<file path="src/rtl/ps2_pkg.sv">
// Shared PS/2 definitions: frame size, device-side
// FSM state encoding and the parity helper.
package ps2_pkg;

  localparam int FRAME_BITS = 11;
  localparam int SYNC_LAT   = 2;

  typedef logic [2:0] state_t;

  localparam state_t S_IDLE      = 3'd0;
  localparam state_t S_BUS_CHECK = 3'd1;
  localparam state_t S_HIGH      = 3'd2;
  localparam state_t S_LOW       = 3'd3;
  localparam state_t S_STOP_REL  = 3'd4;
  localparam state_t S_ABORT     = 3'd5;

  function automatic logic odd_par(
    input logic [7:0] d
  );
    return ~^d;
  endfunction

endpackage

</file>
<file path="src/rtl/ps2_sync.sv">
// Two-flop synchronizer for the PS/2 CLK and DAT pins.
// Resets to the idle-high bus level.
module ps2_sync (
  input  logic clk_i,
  input  logic rst_i,
  input  logic clk_a_i,
  input  logic dat_a_i,
  output logic clk_s_o,
  output logic dat_s_o
);

  logic [1:0] clk_q;
  logic [1:0] dat_q;

  always_ff @(posedge clk_i) begin
    if (rst_i) begin
      clk_q <= 2'b11;
      dat_q <= 2'b11;
    end else begin
      clk_q <= {clk_q[0], clk_a_i};
      dat_q <= {dat_q[0], dat_a_i};
    end
  end

  assign clk_s_o = clk_q[1];
  assign dat_s_o = dat_q[1];

endmodule

</file>
<file path="src/rtl/ps2_device_tx.sv">
// Device-side PS/2 transmitter: generates CLK, shifts
// one 11-bit frame to the host, retries on inhibit.
module ps2_device_tx
  import ps2_pkg::*;
#(
  parameter int unsigned HALF_CYC   = 2000,
  parameter int unsigned IDLE_CYC   = 2500,
  parameter int unsigned SETTLE_CYC = 100
) (
  input  logic       clk_clk,
  input  logic       reset_reset,
  input  logic [7:0] tx_data,
  input  logic       tx_valid,
  output logic       tx_ready,
  output logic       tx_done,
  output logic       tx_abort,
  output logic       host_rts,
  output logic       busy,
  input  logic       ps2_clk_i,
  input  logic       ps2_dat_i,
  output logic       ps2_clk_oe,
  output logic       ps2_dat_oe
);

  localparam int unsigned MAXC =
    (HALF_CYC > IDLE_CYC) ? HALF_CYC : IDLE_CYC;
  localparam int CW = $clog2(MAXC + 1);

  localparam logic [CW-1:0] CNT_MAX  = CW'(MAXC);
  localparam logic [CW-1:0] HALF_END = CW'(HALF_CYC - 1);
  localparam logic [CW-1:0] IDLE_END = CW'(IDLE_CYC - 1);
  // clk_s lags the pin by the synchronizer depth
  localparam logic [CW-1:0] ABT_FROM =
    CW'(SETTLE_CYC + SYNC_LAT);
  localparam logic [3:0] LAST_BIT = 4'(FRAME_BITS - 1);

  logic clk_s;
  logic dat_s;

  state_t                state_q, state_d;
  logic [CW-1:0]         cnt_q, cnt_d;
  logic [3:0]            bit_q, bit_d;
  logic [3:0]            nbit;
  logic [FRAME_BITS-1:0] shift_q, shift_d;
  logic                  clk_oe_q, clk_oe_d;
  logic                  dat_oe_q, dat_oe_d;
  logic                  done_q, done_d;

  ps2_sync u_sync (
    .clk_i   (clk_clk),
    .rst_i   (reset_reset),
    .clk_a_i (ps2_clk_i),
    .dat_a_i (ps2_dat_i),
    .clk_s_o (clk_s),
    .dat_s_o (dat_s)
  );

  assign nbit = bit_q + 4'd1;

  always_comb begin
    state_d  = state_q;
    cnt_d    = (cnt_q == CNT_MAX) ? cnt_q : cnt_q + 1'b1;
    bit_d    = bit_q;
    shift_d  = shift_q;
    clk_oe_d = clk_oe_q;
    dat_oe_d = dat_oe_q;
    done_d   = 1'b0;
    unique case (state_q)
      S_IDLE: begin
        cnt_d = '0;
        if (tx_valid) begin
          shift_d = {1'b1, odd_par(tx_data),
                     tx_data, 1'b0};
          state_d = S_BUS_CHECK;
        end
      end
      S_BUS_CHECK: begin
        if (!(clk_s && dat_s)) begin
          cnt_d = '0;
        end else if (cnt_q == IDLE_END) begin
          state_d  = S_HIGH;
          cnt_d    = '0;
          bit_d    = '0;
          dat_oe_d = ~shift_q[0];
        end
      end
      S_HIGH: begin
        if (!clk_s && cnt_q >= ABT_FROM) begin
          state_d  = S_ABORT;
          cnt_d    = '0;
          clk_oe_d = 1'b0;
          dat_oe_d = 1'b0;
        end else if (cnt_q == HALF_END) begin
          state_d  = S_LOW;
          cnt_d    = '0;
          clk_oe_d = 1'b1;
        end
      end
      S_LOW: begin
        if (cnt_q == HALF_END) begin
          cnt_d    = '0;
          clk_oe_d = 1'b0;
          if (bit_q == LAST_BIT) begin
            state_d  = S_STOP_REL;
            dat_oe_d = 1'b0;
          end else begin
            state_d  = S_HIGH;
            bit_d    = nbit;
            dat_oe_d = ~shift_q[nbit];
          end
        end
      end
      S_STOP_REL: begin
        if (cnt_q == HALF_END) begin
          state_d = S_IDLE;
          cnt_d   = '0;
          done_d  = 1'b1;
        end
      end
      S_ABORT: begin
        state_d = S_BUS_CHECK;
        cnt_d   = '0;
      end
      default: begin
        state_d  = S_IDLE;
        cnt_d    = '0;
        clk_oe_d = 1'b0;
        dat_oe_d = 1'b0;
      end
    endcase
  end

  always_ff @(posedge clk_clk) begin
    if (reset_reset) begin
      state_q  <= S_IDLE;
      cnt_q    <= '0;
      bit_q    <= '0;
      shift_q  <= '0;
      clk_oe_q <= 1'b0;
      dat_oe_q <= 1'b0;
      done_q   <= 1'b0;
    end else begin
      state_q  <= state_d;
      cnt_q    <= cnt_d;
      bit_q    <= bit_d;
      shift_q  <= shift_d;
      clk_oe_q <= clk_oe_d;
      dat_oe_q <= dat_oe_d;
      done_q   <= done_d;
    end
  end

  assign tx_ready   = (state_q == S_IDLE);
  assign busy       = ~tx_ready;
  assign tx_done    = done_q;
  assign tx_abort   = (state_q == S_ABORT);
  assign host_rts   = (state_q == S_IDLE ||
                       state_q == S_BUS_CHECK) &&
                      clk_s && !dat_s;
  assign ps2_clk_oe = clk_oe_q;
  assign ps2_dat_oe = dat_oe_q;

endmodule
</file>
<file path="config.mk">
export PLATFORM = sky130hd
export DESIGN_NAME = ps2_device_tx
export DESIGN_NICKNAME = d
export VERILOG_FILES = /design/src/rtl/ps2_pkg.sv /design/src/rtl/ps2_sync.sv /design/src/rtl/ps2_device_tx.sv
export SDC_FILE = /design/constraint.sdc
export NUM_CORES = 1
export LEC_CHECK = 0
export ABC_AREA = 1
export BUFFER_PORTS_ARGS = -buffer_cell sky130_fd_sc_hd__buf_2
export CORE_MARGIN = 2
export CORE_UTILIZATION = 58
export DETAILED_ROUTE_END_ITERATION = 16
export GPL_TIMING_DRIVEN = 0
export PLACE_DENSITY_LB_ADDON = 0.2
export SLEW_MARGIN = 20
export SYNTH_ARGS = -nofsm -noshare
export SYNTH_HDL_FRONTEND = slang
export SYNTH_HIERARCHICAL = 1
export SYNTH_SLANG_ARGS = --single-unit
</file>
<file path="constraint.sdc">
create_clock -name clk_clk -period 2.2 [get_ports clk_clk]
set_clock_uncertainty 0.1 [all_clocks]
set_input_delay 0.55 -clock clk_clk [delete_from_list [all_inputs] [get_ports clk_clk]]
set_output_delay 0.55 -clock clk_clk [all_outputs]
set_load 0.005 [all_outputs]
</file>
# --- Yosys cells after proc, flatten, opt, wreduce, memory -nomap -nowiden ---
# Index checks and enable logic that the tools add are counted.
totals:
  wordCells: 87
  regBits: 36
classes:
  bitwise: 5
  n_addsub: 2
  reduce_logical: 19
  n_eq_ne: 17
  order_cmp: 2
  muxes: 33
op_table:
  columns: ["op", "n"]
  rows:
  - ["$mux 12", 5]
  - ["$pmux 12 s3", 1]
  - ["$eq 12x12->1 const B", 2]
  - ["$mux 3", 8]
  - ["$pmux 3 s6", 1]
  - ["$mux 4", 4]
  - ["$ne 2x2->1 const B", 7]
  - ["$add 12x1->12 const B", 1]
  - ["$eq 12x11->1 const B", 1]
  - ["$ge 12x7->1 const B", 1]
  - ["$mux 1", 10]
  - ["$reduce_and 5->1", 2]
  - ["$pmux 4 s2", 1]
  - ["$reduce_xnor 8->1", 1]
  - ["$eq 3x2->1 const B", 2]
  - ["$eq 3x3->1 const B", 2]
  - ["$reduce_and 6->1", 1]
  - ["$lt 4x5->1 const B", 1]
  - ["$not 1->1", 5]
  - ["$add 4x1->4 const B", 1]
  - ["$bmux 1 s4", 1]
  - ["$eq 4x4->1 const B", 1]
  - ["$logic_and 1x1->1", 4]
  - ["$pmux 1 s4", 1]
  - ["12 further kinds", 14]

# --- Depth between registers and ports, before layout ---
depth:
  word_depth: 7
  mapped_depth: 12
  mapped_depth_nobuf: 12

# --- Cells and area by module ---
# The synthesis kept the hierarchy.
by_module_without_submodules:
  columns: ["mod", "cells_per_inst", "area_per_inst_um2", "instances"]
  rows:
  - ["ps2_device_tx", 284, 1930.6, 1]
  - ["ps2_sync", 13, 116.4, 1]

# --- Least setup slack after synthesis ---
# OpenSTA, ideal clock, no wires.
synth_path:
  kind: "register to register"
  from: "reg bit_q[0]"
  to: "reg bit_q[0]"
  t_required_ns: 1.977
  setup_ns: 0.123
  stages_incl_launch_ff: 12
  slack_ns: 0.524
  arrival_time_ns: 1.453
  path_cell_list: "dfxtp_1 > buf_2 > inv_1 > ha_1 > nand2_1 > nor2_1 > inv_1 > o21ai_0 > nor2_1 > nand3_2 > o21ai_0 > a21oi_1"
synth_via:
  elab_chain_cells: 4
  word_cells_on_any_way: 7
synth_lines:
  columns: ["item", "line_no", "rtl"]
  rows:
  - ["start: declaration", "ps2_device_tx.sv:42", "logic [3:0] bit_q, bit_d;"]
  - ["start signal: assignment", "ps2_device_tx.sv:145", "bit_q <= bit_d;"]
  - ["$add 4x1->4", "ps2_device_tx.sv:58", "assign nbit = bit_q + 4'd1;"]
  - ["$mux 4", "ps2_device_tx.sv:103", "if (bit_q == LAST_BIT) begin"]
  - ["$mux 4", "ps2_device_tx.sv:100", "if (cnt_q == HALF_END) begin"]
  - ["$pmux 4 s2", "ps2_device_tx.sv:68", "unique case (state_q)"]
# Several ways; a longest one is shown, not always the timed one. The select of a mux whose other input is x is not followed.
# A chain may end at the register's enable or synchronous reset.

# --- Worst setup path in the final report ---
layout_path:
  from: "reg bit_q[0]"
  to: "reg bit_q[3]"
# The elaborated chain is that of the path after synthesis.

==> run summary <==
In the final timing run, aggregate negative setup slack is 0 ns. In this run switching power makes up 41.3% of total power. Setup repair after global routing left no endpoint under its margin. The internal power summed over all cells was 1.23 mW. The remaining number of nets flagged by the antenna check after routing is 0, and the clock period minus final worst setup slack is 1.98 ns. In this run the post-CTS setup repair buffer count came out at 0. The worst setup path is captured at a register.

Sequential cells account for 40.5% of the total power. STA classifies the critical path startpoint as a register. The number of nets in the synthesized netlist is 315. During I/O placement, the number of pins put on the boundary was 20. The total of max-cap violations was 0; the wire length per cell was 10.7 um.

The setup path with the least slack is of type reg -> reg. The tools report the via count of the first global-routing pass as 1,670. The die is 63.4 um tall. The region available for standard cell placement spans 3360 sq um. After global routing the overflow that remains totals 0. Before antenna repair, the detailed router went through 4 iterations. Wires add up to 3.95 mm.

The run gives 0 as the count of pins over their slew limit. CTS saw 36 sinks. The run finished with clean final reports.

The horizontal extent of the die was 63.4 um. The cell type contributing the most total cell area after synthesis was sky130_fd_sc_hd__dfxtp_1. Summing every instance area after synthesis gives 2050 sq um.

Synthesis instantiated 28 different standard cells from the library. The count of hold-fix buffers inserted at cts came out at 0. The DRC violation total after the first TritonRoute iteration was 130; the area share of the largest cell type after synthesis was 35.2%.

Of all flip-flops after synthesis, the portion carrying an async set or reset was 0%. For the worst flop-to-flop path, the logic depth is 11. The initial utilization of the core area, before any placement, comes to 60.9%. The logs give 341 for the final-stage net count and 29.2% for the met1 demand-to-capacity share in global routing.

The congestion estimate from routability-driven global placement came to 0.847. Global routing used 21.8% of the available tracks across all layers. The analysis attributes to net switching a power of 870 uW. The biggest fanout along the worst timing path is 9, and the final period utilization is 89.9%. Ranked by instance count, the synthesized netlist is headed by 57 x sky130_fd_sc_hd__nand2_1, 43 x sky130_fd_sc_hd__inv_1, 41 x sky130_fd_sc_hd__nor2_1.

The kind of path behind the tightest hold check is in -> reg. met2 is the most crowded layer. In the post-synthesis netlist, the biggest area contributors are sky130_fd_sc_hd__dfxtp_1 35%, sky130_fd_sc_hd__nand2_1 10%, sky130_fd_sc_hd__inv_1 7.9%. Row generation in the floorplan step produced 21 rows. Sequential elements use 35.2% of the synthesized area. The worst hold path terminates at u_sync/clk_q[0]. The post-detailed-placement half-perimeter wirelength is 3.05 mm, and the first-pass GRT wire length is 6.95 mm. With fillers left out, the area of the finished cells amounts to 2260 sq um. The tools report the root cell of the clock tree as sky130_fd_sc_hd__clkbuf_4. For the met3 track demand over resource in global routing, the log shows 6.07%. The number of antenna violations at the first check in global routing was 0; the data arrival time of the critical path was 2.13 ns.

Count of cells resized by post-cts repair: 0. The average instance in the mapped netlist occupies 6.89 sq um. For this run, the leading register cell type out of synthesis is sky130_fd_sc_hd__dfxtp_1. The critical path data required time is 2.35 ns, and the clock latency of the later-clocked register in the worst-skew pair is 0.35 ns.

Per report_power, the combinational group accounts for 41.8% of the total. The synthesized netlist cell count came out at 297. Entering global routing, the biggest net connects 11 pins.

The floorplan step defined a die boundary enclosing 4020 sq um. The terminus of the critical flop-to-flop path was bit_q[3]. After detailed routing, the number of vias per cell comes to 5.04.

The number of synthesized flops with an enable pin is 0, and the clock-pin slew of the registers on the worst-case setup and hold paths is 0.10 ns. The run gives 0 as the final routed DRC violation total. The number of clock buffers added by TritonCTS is 5. The total placed instance area is 2200 sq um. The power density relative to cell area was 932 nW/um^2.

The tools report the critical hold path startpoint as ps2_clk_i. Headroom to the max-slew limit came out at 73.9%. The tools report the number of warning messages in the yosys log as 6.

Relative to the synthesized area, the layout overhead comes to 10.3%. VDD sags by at most 0.687 mV. The post-route netlist has 17.3% of its cells at a drive strength greater than 1.

In this run the register-to-register setup slack is 0.22 ns. The tools report the vias after detailed routing as 1,864. The count of port buffers added during placement works out to 19. The final non-filler cell total was 370. sky130_fd_sc_hd__nand2_1 is the most common cell in the netlist. Once routing completed, OpenROAD measured the worst setup slack at 0.222 ns. Based on the critical path, the design can be clocked at up to 506 MHz. TritonCTS built the clock tree. The logs give 2 for the level count of the clock H-tree and 0.307 ns for the post-placement worst setup slack. Summing internal, switching and leakage power gives 2.11 mW.

For the worst-case clock buffer depth, the log shows 2. After filler insertion, the fill cell instance count of the layout stands at 330. At the pin with the least slew margin, the transition time is 0.388 ns. The count of state elements after synthesis was 36; the cell count after placement was 362. The logs give 1.04 nW for the static leakage and 0 for the count of final hold-check violations. The worst register-to-register path begins at bit_q[0]. In the global route stage, met2 resource usage came out at 33.6%.

The count of cells along the worst hold path works out to 3. 0 antenna diodes ended up in the layout. Setup violations remaining at the end of the flow were counted as 0. Share of total power in the clock network: 17.7%.
-- placed cells by master (no fill, tap or decap) --
cell / Yosys / layout
sky130_fd_sc_hd__nand4_1: 3 / 3
sky130_fd_sc_hd__o21ai_0: 16 / 16
sky130_fd_sc_hd__mux2i_1: 1 / 1
sky130_fd_sc_hd__nor2_2: 4 / 4
sky130_fd_sc_hd__nand2_1: 57 / 57
sky130_fd_sc_hd__clkinv_1: 1 / 1
sky130_fd_sc_hd__a21oi_1: 15 / 15
sky130_fd_sc_hd__inv_2: 4 / 4
sky130_fd_sc_hd__nand3_2: 5 / 5
sky130_fd_sc_hd__nor2_4: 4 / 4
sky130_fd_sc_hd__nor4_2: 1 / 1
sky130_fd_sc_hd__clkbuf_8: 0 / 1
sky130_fd_sc_hd__clkbuf_1: 0 / 2
sky130_fd_sc_hd__nand3_1: 20 / 20
sky130_fd_sc_hd__xnor2_1: 7 / 7
sky130_fd_sc_hd__ha_1: 5 / 5
sky130_fd_sc_hd__nand3b_1: 3 / 3
sky130_fd_sc_hd__nor3_2: 1 / 1
sky130_fd_sc_hd__o21a_1: 1 / 1
sky130_fd_sc_hd__nand2_2: 8 / 8
sky130_fd_sc_hd__a21oi_2: 1 / 1
sky130_fd_sc_hd__dfxtp_1: 36 / 36
sky130_fd_sc_hd__a31oi_1: 1 / 1
sky130_fd_sc_hd__o21bai_1: 1 / 1
sky130_fd_sc_hd__inv_1: 43 / 43
sky130_fd_sc_hd__nor2_1: 41 / 41
sky130_fd_sc_hd__clkbuf_4: 0 / 5
sky130_fd_sc_hd__nor3_1: 5 / 5
sky130_fd_sc_hd__xor2_1: 9 / 9
sky130_fd_sc_hd__o22ai_1: 1 / 1
sky130_fd_sc_hd__buf_2: 3 / 22
-- critical path, stage by stage, from the launching register on --
cell and delay, ns:
sky130_fd_sc_hd__dfxtp_1 0.35, sky130_fd_sc_hd__buf_2 0.20, sky130_fd_sc_hd__inv_1 0.15, sky130_fd_sc_hd__ha_1 0.22
sky130_fd_sc_hd__nand2_1 0.06, sky130_fd_sc_hd__nor2_1 0.03, sky130_fd_sc_hd__inv_1 0.09, sky130_fd_sc_hd__o21ai_0 0.11
sky130_fd_sc_hd__nor2_1 0.13, sky130_fd_sc_hd__nand3_2 0.16, sky130_fd_sc_hd__o21ai_0 0.21, sky130_fd_sc_hd__a21oi_1 0.06
-- power by group through the flow --
stage	Clock (mW)	Sequential (mW)	Combinational, mW
3_3_place_gp	0	0.861	0.862
5_1_grt	0.413	0.866	1.01
3_5_place_dp	0	0.867	0.871
2_1_floorplan	0	0.848	0.689
6_report	0.373	0.852	0.880
4_1_cts	0.386	0.851	0.875
-- cell families (layout without fill, tap and decap cells) --
family          count (synthesis)  count (layout)  share of synthesized area, %
xor+xnor                       16              16                          6.85
buf+inv                        51              78                          9.53
flops                          36              36                          35.2
compound gates                 36              36                          9.35
mux                             1               1                         0.489
simple gates                  152             152                          35.5
fa+ha+maj                       5               5                          3.06
-- area by class of cell --
class | count | area [sq um] | share of cell area (%)
plain buffers | 3 | 15.0 | 0.665
clock buffers | 8 | 58.8 | 2.60
inverters | 48 | 180 | 7.98
multi-input cells | 210 | 1130 | 50.1
flip-flops and latches | 36 | 721 | 31.9
well taps | 46 | 57.6 | 2.55
repair buffers | 19 | 95.1 | 4.21
-- state kept, by name (all words and copies together) (netlist names) --
| name | cells |
|---|---|
| u_sync/dat_q | 2 |
| ps2_dat_oe | 1 |
| tx_done | 1 |
| ps2_clk_oe | 1 |
| state_q | 3 |
| cnt_q | 12 |
| u_sync/clk_q | 2 |
| bit_q | 4 |
| shift_q | 10 |
-- metal layers --
layer  vias to the layer above  share of wire, %  routed length (um)
met5                         -                 0                   0
met4                         0               1.8                  70
met3                        10               4.8                 191
met2                        39                42                1670
met1                       827                51                2020
li1                        988                 -                   -
-- worst max path at each step --
stage	start	to	slack, ns	cells after the start
finish	bit_q[0]	bit_q[3]	0.22	11
global route	bit_q[0]	bit_q[0]	0.06	11
CTS	state_q[0]	tx_abort	0.26	3
detailed placement	bit_q[0]	bit_q[2]	0.31	11
global placement	bit_q[0]	bit_q[1]	0.33	11
floorplan	bit_q[0]	bit_q[0]	0.52	11
-- per-stage QoR --
stage	utilization (%)	hold WS, ns
CTS	67.2	0.261
global placement	65.4	0.290
floorplan	-	0.287
finish	67.2	0.268
detailed placement	65.4	0.298
global route	67.2	0.261
Power figures use the tool's default switching activity.
